===== config.mk =====
export PLATFORM = sky130hd
export DESIGN_NAME = pll_supervisor_flat
export DESIGN_NICKNAME = d
export VERILOG_FILES = /design/src/rtl/pll_supervisor_if.sv /design/src/rtl/pll_supervisor.sv /design/src/flat_wrapper.sv
export SDC_FILE = /design/constraint.sdc
export NUM_CORES = 1
export LEC_CHECK = 0
export BUFFER_PORTS_ARGS = -buffer_cell sky130_fd_sc_hd__buf_2
export CAP_MARGIN = 20
export CELL_PAD_IN_SITES_DETAIL_PLACEMENT = 2
export CELL_PAD_IN_SITES_GLOBAL_PLACEMENT = 2
export CORE_MARGIN = 2
export CORE_UTILIZATION = 39
export CTS_CLUSTER_DIAMETER = 30
export DETAILED_ROUTE_END_ITERATION = 16
export GPL_TIMING_DRIVEN = 1
export PLACE_DENSITY = 0.88
export SYNTH_ARGS = -nofsm -noshare
export SYNTH_HDL_FRONTEND = slang
export SYNTH_SLANG_ARGS = --single-unit

===== constraint.sdc =====
create_clock -name clock -period 6.3 [get_ports clock]
set_clock_uncertainty 0.15 [all_clocks]
set_input_delay 1.26 -clock clock [delete_from_list [all_inputs] [get_ports clock]]
set_output_delay 1.26 -clock clock [all_outputs]
set_load 0.1 [all_outputs]

===== src/rtl/pll_supervisor_if.sv =====
// Control/status bundle between the PLL supervisor and its surroundings.
// The slave side is the supervisor; the master side drives restart and lock.
interface pll_supervisor_if;
  logic       restart;
  logic       locked_in;
  logic       pll_resetb;
  logic       ready;
  logic       fail;
  logic [3:0] retries;
  logic [7:0] lock_lost_count;

  modport master (
    output restart, locked_in,
    input  pll_resetb, ready, fail, retries, lock_lost_count
  );

  modport slave (
    input  restart, locked_in,
    output pll_resetb, ready, fail, retries, lock_lost_count
  );
endinterface


===== src/rtl/pll_supervisor.sv =====
// Bring-up sequencer for an iCE40 PLL: pulses RESETB, waits for a stable
// synchronised LOCK, retries a bounded number of times, then latches fail.
module pll_supervisor #(
  parameter int PLL_RESET_CYCLES    = 16,
  parameter int LOCK_STABLE_CYCLES  = 4096,
  parameter int LOCK_TIMEOUT_CYCLES = 65536,
  parameter int MAX_RETRIES         = 3
) (
  input  logic          clock,
  input  logic          reset,
  pll_supervisor_if.slave bus
);

  localparam int SYNC_STAGES = 2;
  localparam int MAX_RS  = (PLL_RESET_CYCLES > LOCK_STABLE_CYCLES) ?
                           PLL_RESET_CYCLES : LOCK_STABLE_CYCLES;
  localparam int CNT_MAX = (MAX_RS > LOCK_TIMEOUT_CYCLES) ? MAX_RS : LOCK_TIMEOUT_CYCLES;
  localparam int CW      = $clog2(CNT_MAX) + 1;

  localparam logic [CW-1:0] RESET_LAST   = CW'(PLL_RESET_CYCLES - 1);
  localparam logic [CW-1:0] STABLE_LAST  = CW'(LOCK_STABLE_CYCLES - 1);
  localparam logic [CW-1:0] TIMEOUT_LAST = CW'(LOCK_TIMEOUT_CYCLES - 1);
  localparam logic [3:0]    RETRY_LIMIT  = 4'(MAX_RETRIES);

  typedef enum logic [2:0] {
    S_PLL_RESET,
    S_WAIT_LOCK,
    S_STABLE,
    S_RUN,
    S_FAIL
  } state_t;

  state_t                 state_reg, state_next;
  logic [CW-1:0]          phase_reg, phase_next;
  logic [CW-1:0]          timeout_reg, timeout_next;
  logic [3:0]             retries_reg, retries_next;
  logic [7:0]             lost_reg, lost_next;
  logic                   pll_resetb_reg, ready_reg, fail_reg;
  logic [SYNC_STAGES-1:0] sync_reg, sync_next;
  logic                   lock_sync;
  logic                   timeout_hit;
  logic [3:0]             retry_inc;

  // LOCK is asynchronous to the reference clock; only the last stage is used.
  genvar gi;
  generate
    for (gi = 0; gi < SYNC_STAGES; gi++) begin : g_sync
      if (gi == 0) begin : g_first
        assign sync_next[gi] = bus.locked_in;
      end else begin : g_chain
        assign sync_next[gi] = sync_reg[gi-1];
      end
    end
  endgenerate

  assign lock_sync   = sync_reg[SYNC_STAGES-1];
  assign timeout_hit = (timeout_reg >= TIMEOUT_LAST);
  assign retry_inc   = retries_reg + 4'd1;

  always_ff @(posedge clock) begin
    if (reset) begin
      sync_reg       <= '0;
      state_reg      <= S_PLL_RESET;
      phase_reg      <= '0;
      timeout_reg    <= '0;
      retries_reg    <= '0;
      lost_reg       <= '0;
      pll_resetb_reg <= 1'b0;
      ready_reg      <= 1'b0;
      fail_reg       <= 1'b0;
    end else begin
      sync_reg       <= sync_next;
      state_reg      <= state_next;
      phase_reg      <= phase_next;
      timeout_reg    <= timeout_next;
      retries_reg    <= retries_next;
      lost_reg       <= lost_next;
      // Outputs follow the state being entered, so they change on the same edge.
      pll_resetb_reg <= (state_next == S_WAIT_LOCK) || (state_next == S_STABLE) ||
                        (state_next == S_RUN);
      ready_reg      <= (state_next == S_RUN);
      fail_reg       <= (state_next == S_FAIL);
    end
  end

  always_comb begin
    state_next   = state_reg;
    phase_next   = phase_reg;
    timeout_next = timeout_reg;
    retries_next = retries_reg;
    lost_next    = lost_reg;

    case (state_reg)
      S_PLL_RESET: begin
        if (phase_reg == RESET_LAST) begin
          state_next   = S_WAIT_LOCK;
          timeout_next = '0;
        end else begin
          phase_next = phase_reg + 1'b1;
        end
      end

      S_WAIT_LOCK, S_STABLE: begin
        timeout_next = timeout_reg + 1'b1;
        // The attempt budget is absolute from WAIT_LOCK entry, whatever the lock does.
        if (timeout_hit) begin
          retries_next = retry_inc;
          phase_next   = '0;
          state_next   = (retry_inc == RETRY_LIMIT) ? S_FAIL : S_PLL_RESET;
        end else if (state_reg == S_WAIT_LOCK) begin
          if (lock_sync) begin
            state_next = S_STABLE;
            phase_next = '0;
          end
        end else if (!lock_sync) begin
          state_next = S_WAIT_LOCK;
        end else if (phase_reg == STABLE_LAST) begin
          state_next   = S_RUN;
          retries_next = '0;
        end else begin
          phase_next = phase_reg + 1'b1;
        end
      end

      S_RUN: begin
        if (!lock_sync) begin
          state_next = S_PLL_RESET;
          phase_next = '0;
          if (lost_reg != 8'hFF) begin
            lost_next = lost_reg + 8'd1;
          end
        end
      end

      S_FAIL: begin
        state_next = S_FAIL;
      end

      default: begin
        state_next = S_PLL_RESET;
        phase_next = '0;
      end
    endcase

    // Restart overrides everything, including a coincident lock-loss count.
    if (bus.restart) begin
      state_next   = S_PLL_RESET;
      phase_next   = '0;
      retries_next = '0;
      lost_next    = lost_reg;
    end
  end

  assign bus.pll_resetb      = pll_resetb_reg;
  assign bus.ready           = ready_reg;
  assign bus.fail            = fail_reg;
  assign bus.retries         = retries_reg;
  assign bus.lock_lost_count = lost_reg;

endmodule


===== src/flat_wrapper.sv =====
// flat-port wrapper written by rule: the top's interface ports become plain ports
module pll_supervisor_flat 
#(
  parameter int PLL_RESET_CYCLES    = 16,
  parameter int LOCK_STABLE_CYCLES  = 4096,
  parameter int LOCK_TIMEOUT_CYCLES = 65536,
  parameter int MAX_RETRIES         = 3
)
  (clock, reset, bus_restart, bus_locked_in, bus_pll_resetb, bus_ready, bus_fail, bus_retries, bus_lock_lost_count);
  pll_supervisor_if bus_i ();
  input  logic clock;
  input  logic reset;
  input wire logic [$bits(bus_i.restart)-1:0] bus_restart;
  input wire logic [$bits(bus_i.locked_in)-1:0] bus_locked_in;
  output wire logic [$bits(bus_i.pll_resetb)-1:0] bus_pll_resetb;
  output wire logic [$bits(bus_i.ready)-1:0] bus_ready;
  output wire logic [$bits(bus_i.fail)-1:0] bus_fail;
  output wire logic [$bits(bus_i.retries)-1:0] bus_retries;
  output wire logic [$bits(bus_i.lock_lost_count)-1:0] bus_lock_lost_count;
  assign bus_i.restart = bus_restart;
  assign bus_i.locked_in = bus_locked_in;
  assign bus_pll_resetb = bus_i.pll_resetb;
  assign bus_ready = bus_i.ready;
  assign bus_fail = bus_i.fail;
  assign bus_retries = bus_i.retries;
  assign bus_lock_lost_count = bus_i.lock_lost_count;
  pll_supervisor #(.PLL_RESET_CYCLES(PLL_RESET_CYCLES), .LOCK_STABLE_CYCLES(LOCK_STABLE_CYCLES), .LOCK_TIMEOUT_CYCLES(LOCK_TIMEOUT_CYCLES), .MAX_RETRIES(MAX_RETRIES)) u_core (.clock(clock), .reset(reset), .bus(bus_i));
endmodule

==> results.ini, run 1 <==
[pwr]
p_seq_share_pct = 61.3
power_frac_comb_pct = 3.8
switching_power_uw = 135
internal-power_uw = 427
p_per_area_mw_per_mm2 = 193
p_leak_nw = 1.03
swShare_pct = 23.9
irDropWorstVdd_uv = 85.2
p_clk_share_pct = 34.8

[synth]
syn_area_mm2 = 0.00269
synth_compound_area_share_pct = 20.4
ys_types = 47
ys_seq_area_share_pct = 40.3
synth_edf_count = 0
synth_top_family_by_area = simple AND/OR/NAND/NOR gates
avgSynthCellArea_um2 = 8.14
synth.net_count = 340
ys_warn_count = 0
ys.flop_type = dfxtp_1
synth_area_leader_cell = dfxtp_1
synth_xor_area_share_pct = 3.26
synth_top_area_share_pct = 40.3
ys_seq_elements = 54
synth_cells = 330
synth_fa_ha_area_share_pct = 2.80
yosys.area_share.simple_pct = 29.2
async_flop_share_pct = 0
synth_area_leaders = dfxtp_1, a21oi_1, nor2_1, nand2_1, nand3_1
yosys-mux-area-fraction_pct = 0.792

[route]
via_per_inst = 5.97
wl_per_cell_um = 18.5
drt_drc_violations_left = 0
dr.max_layer_used = met4
met1_length_um = 3330
via_count = 2532
initialDrtViolationCount = 76
drt_wl_total_um = 7830
wl_met2_um = 4210
wl_met3_um = 180
ant_nets = 0
firstDrtPassIters = 4

[clock_tree]
cts_tree = built
clockBufferDepth = 2
cts_resized = 0
hold_buffers = 0
cts.root.buffer_cell = clkbuf_8
numCtsBuffers = 5
htreeDepth = 2
post_cts_buffers = 0
cts_sinks = 54
clock_latency_ns = 0.31
cts.clk_slew.worst_paths_ns = 0.10

[floorplanning]
die_h_um = 87.0
rows = 30
die_w_um = 87.0
io_pins = 19
coreArea_mm2 = 0.00672
start_util_pct = 40.0
die_area_mm2 = 0.00756

[finish]
mostFrequentLayoutCells = dfxtp_1, nor2_1, nand2_1, a21oi_1, nand3_1
postLayoutCoreUtil_pct = 43.4
drive_gt1_share_pct = 11.3
nFillCells = 784
final_cell_area_mm2 = 0.00291
diodes = 0
fin_nets = 353
area_growth_pct = 8.53
final_common_cell = dfxtp_1

[sta]
setup_ws_ns = 2.90
maxSlewViolCount = 0
tightest_slew_ns = 0.764
final.setup.tns_ns = 0
fin_hold_ws_ns = 0.305
max_slew_margin_pct = 49.1
setup_violations = 0
rsz0062_at_grt = false
min_period_ns = 3.40
fin_crit_sh_pct = 54.0
hold_viol = 0
max_freq_mhz = 294

[global_route]
overflow = 0
grt_max_degree = 30
grt_pass1_wl_um = 12900
grt_pass1_vias = 2655
antenna_found_initial = 0
track_usage_pct = 21.6

[worst_setup_path]
path_cells = ha_1 > nand2_1 > nor3_1 > nor2b_1 > ha_1 > nor2_1 > o21ai_0 > nand3b_1 > a21o_1 > or4_1 > a21oi_1
start_kind = flop
cp_top_family = simple AND/OR/NAND/NOR gates
crit_arrival_ns = 3.50
reg2reg_from = u_core.timeout_reg[0]
critPathMostFrequentCell = ha_1
r2r_cells = 11
worstPathMaxFanout = 27
rr_endpoint = u_core.phase_reg[10]
critPathBufInv = 0
path_class = reg -> reg
critical-path-slowest-cell = or4_1
crit_path_end_kind = flop
required_ns = 6.40
regToRegSetupSlack_ns = 2.90
max_stage_delay_ns = 0.58

[placement]
dp_hpwl_um = 5630
placed_area_mm2 = 0.00283
pre_cts_ws_ns = 2.97
port_buffers = 18
routabilityCongestion = 0.750

[run_status]
status = completed

[min_path]
min_from = u_core.sync_reg[0]
hold_depth = 1
holdPathEnd = u_core.sync_reg[1]
hp-class = reg -> reg

[flow_run]
cap_violations = 0

## per-stage QoR
step | std cells | total power [mW]
floorplan | 330 | 0.369
detailed placement | 416 | 0.374
global route | 424 | 0.585
finish | 424 | 0.562
CTS | 424 | 0.569
global placement | 416 | 0.373
## cell usage after synthesis, drive strengths merged, types with 9 or more instances
cell type	number
a21oi	29
clkbuf	10
dfxtp	54
inv	9
nand2	29
nand3	20
nand4	10
nor2	32
nor3	9
o21ai	18
o31ai	9
or3	11
## cells by family (layout without fill, tap and decap cells)
| group | after synthesis | after routing |
|---|---|---|
| flops | 54 | 54 |
| buf+inv | 22 | 36 |
| mux | 2 | 2 |
| simple gates | 151 | 151 |
| fa+ha+maj | 6 | 6 |
| compound gates | 85 | 85 |
| xor+xnor | 10 | 10 |
## layer usage
layer,up-vias,track usage [%]
met5,-,0
met4,0,5.68
met3,9,3.70
met2,30,41.3
met1,1258,24.5
li1,1235,-
## layout make-up
type | count | area, µm² | share of cell area, %
Timing Repair Buffer | 19 | 97.6 | 3.35
Clock inverter | 2 | 13.8 | 0.472
Sequential cell | 54 | 1080 | 37.1
Tap cell | 80 | 100 | 3.43
Clock buffer | 6 | 72.6 | 2.49
Multi-Input combinational cell | 254 | 1520 | 52.0
Inverter | 9 | 33.8 | 1.16
## worst max-delay path by stage
stage          depth (start not counted)             startpoint  slack, ns                   end
5_1_grt                               11  u_core.timeout_reg[0]       2.70  u_core.phase_reg[15]
6_report                              11  u_core.timeout_reg[0]       2.90  u_core.phase_reg[10]
4_1_cts                               11  u_core.timeout_reg[0]       2.92  u_core.phase_reg[11]
2_1_floorplan                         11  u_core.timeout_reg[0]       3.68  u_core.phase_reg[11]
3_5_place_dp                          11  u_core.timeout_reg[0]       2.97  u_core.phase_reg[11]
3_3_place_gp                          11  u_core.timeout_reg[0]       3.21  u_core.phase_reg[15]
## power by group through the flow
stage	clock network, mW	logic [mW]	registers [mW]
2_1_floorplan	0	0.0156	0.353
3_3_place_gp	0	0.0207	0.353
3_5_place_dp	0	0.0217	0.353
4_1_cts	0.202	0.0219	0.345
5_1_grt	0.215	0.0244	0.345
6_report	0.196	0.0215	0.345
## worst reg2reg max path: stages (launching register included)
cell and delay [ns]:
dfxtp_1 0.38, ha_1 0.25, nand2_1 0.16, nor3_1 0.42, nor2b_1 0.20, ha_1 0.15
nor2_1 0.07, o21ai_0 0.13, nand3b_1 0.20, a21o_1 0.47, or4_1 0.59, a21oi_1 0.15
(Power assumes the default switching activity.)
==> run 2: changes to the inputs <==
--- a/config.mk
+++ b/config.mk
@@ -10,11 +10,11 @@
 export CELL_PAD_IN_SITES_DETAIL_PLACEMENT = 2
 export CELL_PAD_IN_SITES_GLOBAL_PLACEMENT = 2
 export CORE_MARGIN = 2
-export CORE_UTILIZATION = 39
+export CORE_UTILIZATION = 36
 export CTS_CLUSTER_DIAMETER = 30
 export DETAILED_ROUTE_END_ITERATION = 16
 export GPL_TIMING_DRIVEN = 1
-export PLACE_DENSITY = 0.88
+export PLACE_DENSITY = 0.83
 export SYNTH_ARGS = -nofsm -noshare
 export SYNTH_HDL_FRONTEND = slang
 export SYNTH_SLANG_ARGS = --single-unit
==> constraint.sdc (replaced) <==
create_clock -name clock -period 3.4 [get_ports clock]
set_clock_uncertainty 0.15 [all_clocks]
set_input_delay 0.68 -clock clock [delete_from_list [all_inputs] [get_ports clock]]
set_output_delay 0.68 -clock clock [all_outputs]
set_load 0.1 [all_outputs]
==> run 2 against run 1 <==
Effect of this change: cell count grew 5.2%; hold slack improved by 0.0079 ns; fmax up 10%; critical path depth unchanged; routed wire length is 6.2% lower; first-iteration DRC count down 3.9%; clock-buffer cell count is the same; sequential share of layout area decreased by 1.3 points; clock power grew to 2.7 times the previous value; critical endpoint is now u_core.phase_reg[7]; largest cell class unchanged.
==> results.ini, run 2 (synthesized netlist as in run 1, its figures left out) <==
[run_status]
status = completed

[finish]
area_growth_pct = 12.4
fin_nets = 356
final_cell_area_mm2 = 0.00302
mostFrequentLayoutCells = dfxtp_1, nor2_1, nand2_1, a21oi_1, nand3_1
postLayoutCoreUtil_pct = 41.6
drive_gt1_share_pct = 12.7
final_common_cell = dfxtp_1
fin_cells = 446
nFillCells = 861
diodes = 0

[pwr]
irDropWorstVdd_uv = 139
internal-power_uw = 961
p_leak_nw = 1.07
switching_power_uw = 253
p_seq_share_pct = 52.6
swShare_pct = 20.8
p_clk_share_pct = 44.0
fin_total_pwr_mw = 1.21
power_frac_comb_pct = 3.4
p_per_area_mw_per_mm2 = 402

[floorplanning]
die_w_um = 90.4
coreArea_mm2 = 0.00725
rows = 31
die_h_um = 90.4
io_pins = 19
start_util_pct = 37.0
die_area_mm2 = 0.00816

[worst_setup_path]
start_kind = flop
worstPathMaxFanout = 27
path_class = reg -> reg
crit_arrival_ns = 3.18
crit_path_end_kind = flop
required_ns = 3.49

[sta]
final.setup.tns_ns = 0
max_freq_mhz = 323
max_slew_margin_pct = 62.2
min_period_ns = 3.09
fin_hold_ws_ns = 0.313
hold_viol = 0
tightest_slew_ns = 0.562
maxSlewViolCount = 0
setup_violations = 0
rsz0062_at_grt = false
setup_ws_ns = 0.309
fin_crit_sh_pct = 90.9

[clock_tree]
post_cts_buffers = 0
cts_tree = built
clockBufferDepth = 2
cts_sinks = 54
cts.root.buffer_cell = clkbuf_8
hold_buffers = 0
numCtsBuffers = 5
clock_latency_ns = 0.32
cts_resized = 0
cts.clk_slew.worst_paths_ns = 0.10
htreeDepth = 2

[global_route]
gr-usage-met3_pct = 3.51
top_usage_layer = met2
use_met2_pct = 35.5
grt_pass1_vias = 2699
grt_pass1_wl_um = 12800
overflow = 0
antenna_found_initial = 0
grt_max_degree = 30
track_usage_pct = 19.1
met1_usage_pct = 21.9

[placement]
port_buffers = 18
dp_hpwl_um = 5400
routabilityCongestion = 0.729
dp_cells = 438
pre_cts_ws_ns = 0.291
placed_area_mm2 = 0.00287

[route]
via_count = 2511
wl_per_cell_um = 16.5
drt_wl_total_um = 7340
initialDrtViolationCount = 73
via_per_inst = 5.63
drt_drc_violations_left = 0
ant_nets = 0
firstDrtPassIters = 6

[flow_run]
cap_violations = 0

[min_path]
hp-class = reg -> reg

## run 2: final timing paths
path	start	end	slack, ns	cells past startpoint
max reg2reg	u_core.timeout_reg[0]	u_core.phase_reg[7]	0.31	11
max	u_core.timeout_reg[0]	u_core.phase_reg[7]	0.31	11
min	u_core.sync_reg[0]	u_core.sync_reg[1]	0.31	1
min reg2reg	u_core.sync_reg[0]	u_core.sync_reg[1]	0.31	1
## run 2: per-layer routing
metal  vias up  share of wire (%)
li1       1239                  -
met1      1247                 44
met2        18                 52
met3         7                1.8
met4         0                1.4
met5         -                  0
## run 2: worst max-delay path: stages, from the launching register on
cell and delay (ns):
dfxtp_1 0.40, ha_1 0.24, nand2_1 0.15, nor3_1 0.29
nor2b_1 0.19, ha_1 0.16, nor2_1 0.07, o31ai_1 0.08
nand3b_1 0.20, a21o_2 0.41, or4_1 0.52, a21oi_1 0.16
## run 2: cell type report
cell class,count,area [µm²],share of cell area (%)
multi-input cells,254,1520,50.2
flip-flops and latches,54,1080,35.8
well taps,99,124,4.10
repair buffers,22,120,3.98
clock buffers,6,82.6,2.74
clock inverters,2,60.1,1.99
inverters,9,33.8,1.12
## run 2: power by group through the flow
stage                     sequential [mW]  clock [mW]  combinational (mW)
after floorplan                     0.654           0              0.0288
after global placement              0.653           0              0.0402
after detailed placement            0.654           0              0.0417
after CTS                           0.639       0.548              0.0422
after global routing                0.640       0.571              0.0468
final                               0.639       0.533              0.0415
==> run 3: changes to the inputs <==
--- a/config.mk
+++ b/config.mk
@@ -5,14 +5,14 @@
 export SDC_FILE = /design/constraint.sdc
 export NUM_CORES = 1
 export LEC_CHECK = 0
-export BUFFER_PORTS_ARGS = -buffer_cell sky130_fd_sc_hd__buf_2
 export CAP_MARGIN = 20
 export CELL_PAD_IN_SITES_DETAIL_PLACEMENT = 2
 export CELL_PAD_IN_SITES_GLOBAL_PLACEMENT = 2
 export CORE_MARGIN = 2
-export CORE_UTILIZATION = 36
+export CORE_UTILIZATION = 38
 export CTS_CLUSTER_DIAMETER = 30
 export DETAILED_ROUTE_END_ITERATION = 16
+export DONT_BUFFER_PORTS = 1
 export GPL_TIMING_DRIVEN = 1
 export PLACE_DENSITY = 0.83
 export SYNTH_ARGS = -nofsm -noshare
==> run 3 against run 2 <==
Effect of this change: critical path depth unchanged; cell count down 2.5%; utilization up 2.0 points; fmax about the same; register-to-register slack about the same; first-iteration DRC count up 25%; sequential share of layout area up 0.48 points; worst setup slack better by 0.00098 ns; largest cell class unchanged; sequential cell count unchanged; hold slack worse by 0.038 ns; sequential power about the same.
==> results.ini, run 3 (synthesized netlist as in run 1, its figures left out) <==
[placement]
dp_hpwl_um = 5420
pre_cts_ws_ns = 0.0722
routabilityCongestion = 0.793
dp_cells = 427
placed_area_mm2 = 0.00286
port_buffers = 0

[floorplanning]
io_pins = 19
coreArea_mm2 = 0.00683
die_w_um = 88.1
rows = 30
die_h_um = 88.1
die_area_mm2 = 0.00775
start_util_pct = 39.3

[route]
via_count = 2504
drt_drc_violations_left = 0
wl_per_cell_um = 18.0
initialDrtViolationCount = 91
firstDrtPassIters = 4
drt_wl_total_um = 7810
via_per_inst = 5.76
ant_nets = 0

[worst_setup_path]
crit_arrival_ns = 3.18
cp_top_family = simple AND/OR/NAND/NOR gates
critPathMostFrequentCell = ha_1
start_kind = flop
critPathBufInv = 0
rr_endpoint = u_core.phase_reg[15]
max_stage_delay_ns = 0.54
crit_path_end_kind = flop
regToRegSetupSlack_ns = 0.31
worstPathMaxFanout = 27
required_ns = 3.49
path_cells = ha_1 > nand2_1 > nor3_2 > nor2b_1 > ha_1 > nor2_1 > o21ai_0 > nand3b_1 > a21o_4 > or4_1 > a21oi_1
path_class = reg -> reg
critical-path-slowest-cell = or4_1
reg2reg_from = u_core.timeout_reg[0]
r2r_cells = 11

[clock_tree]
clockBufferDepth = 2
numCtsBuffers = 5
htreeDepth = 2
cts_tree = built
cts.clk_slew.worst_paths_ns = 0.10
clock_latency_ns = 0.31
cts.root.buffer_cell = clkbuf_8
post_cts_buffers = 0
cts_sinks = 54

[sta]
fin_hold_ws_ns = 0.276
setup_ws_ns = 0.310
max_slew_margin_pct = 29.1
setup_violations = 0
hold_viol = 0
tightest_slew_ns = 1.06
max_freq_mhz = 324
min_period_ns = 3.09
maxSlewViolCount = 0
rsz0062_at_grt = false
final.setup.tns_ns = 0
fin_crit_sh_pct = 90.9

[min_path]
hp-class = in -> reg
min_from = reset
holdPathEnd = u_core.timeout_reg[10]
hold_depth = 1

[finish]
fin_cells = 435
final_common_cell = dfxtp_1
drive_gt1_share_pct = 10.6
fin_nets = 348
area_growth_pct = 10.9
diodes = 0
final_cell_area_mm2 = 0.00298
mostFrequentLayoutCells = dfxtp_1, nor2_1, nand2_1, a21oi_1, nand3_1

[global_route]
grt_pass1_wl_um = 13000
antenna_found_initial = 0
overflow = 0
grt_max_degree = 30
track_usage_pct = 21.2
grt_pass1_vias = 2581

[pwr]
p_leak_nw = 1.01
irDropWorstVdd_uv = 183
p_per_area_mw_per_mm2 = 374

[run_status]
status = completed

[flow_run]
cap_violations = 0

==> run 3: cell count changes in the layout (fill, tap and decap cells not counted), sizes merged <==
cell / previous run / this run
buf: 22 / 14
bufinv: 2 / 1
clkinvlp: 0 / 1
==> run 3: what timing repair did <==
action	in CTS	in global routing
gates resized for setup	0	3
hold endpoints to repair	0	0
setup endpoints to repair	0	13
hold buffers	0	0
==> run 3: how the worst max path moves through the flow <==
stage	start	endpoint	slack, ns	depth (start not counted)
2_1_floorplan	u_core.timeout_reg[0]	u_core.phase_reg[11]	0.78	11
3_3_place_gp	u_core.timeout_reg[0]	u_core.phase_reg[11]	0.32	11
3_5_place_dp	u_core.timeout_reg[0]	u_core.phase_reg[13]	0.07	11
4_1_cts	u_core.timeout_reg[0]	u_core.phase_reg[15]	0.0006	11
5_1_grt	u_core.timeout_reg[0]	u_core.phase_reg[15]	0.02	11
6_report	u_core.timeout_reg[0]	u_core.phase_reg[15]	0.31	11
==> run 3: area by class of cell <==
type                       instances  area (µm²)
timing repair buffer              14         105
clock buffer                       6        72.6
sequential                        54        1080
inverter                           9        33.8
fill                             776        3850
multi-input combinational        254        1530
tap                               96         120
clock inverter                     2        37.5
==> run 3: metrics by stage <==
stage / total power [mW] / utilization (%)
final: 1.11 / 43.6
after global routing: 1.16 / 43.6
after CTS: 1.13 / 43.4
after detailed placement: 0.687 / 41.8
after global placement: 0.686 / 41.8
after floorplan: 0.683 / -
==> run 3: power breakdown <==
| part | leakage (nW) | internal (mW) | total, mW | switching, mW |
|---|---|---|---|---|
| Combinational | 0.518 | 0.0109 | 0.0326 | 0.0217 |
| Sequential | 0.436 | 0.635 | 0.641 | 0.00529 |
| Clock | 0.0514 | 0.220 | 0.439 | 0.219 |
==> run 3: routing by layer <==
metal	vias to the layer above	GRT usage, %	wire [µm]
li1	1224	-	-
met1	1253	26.7	3500
met2	23	37.2	4070
met3	4	4.34	183
met4	0	4.96	63
met5	-	0	0
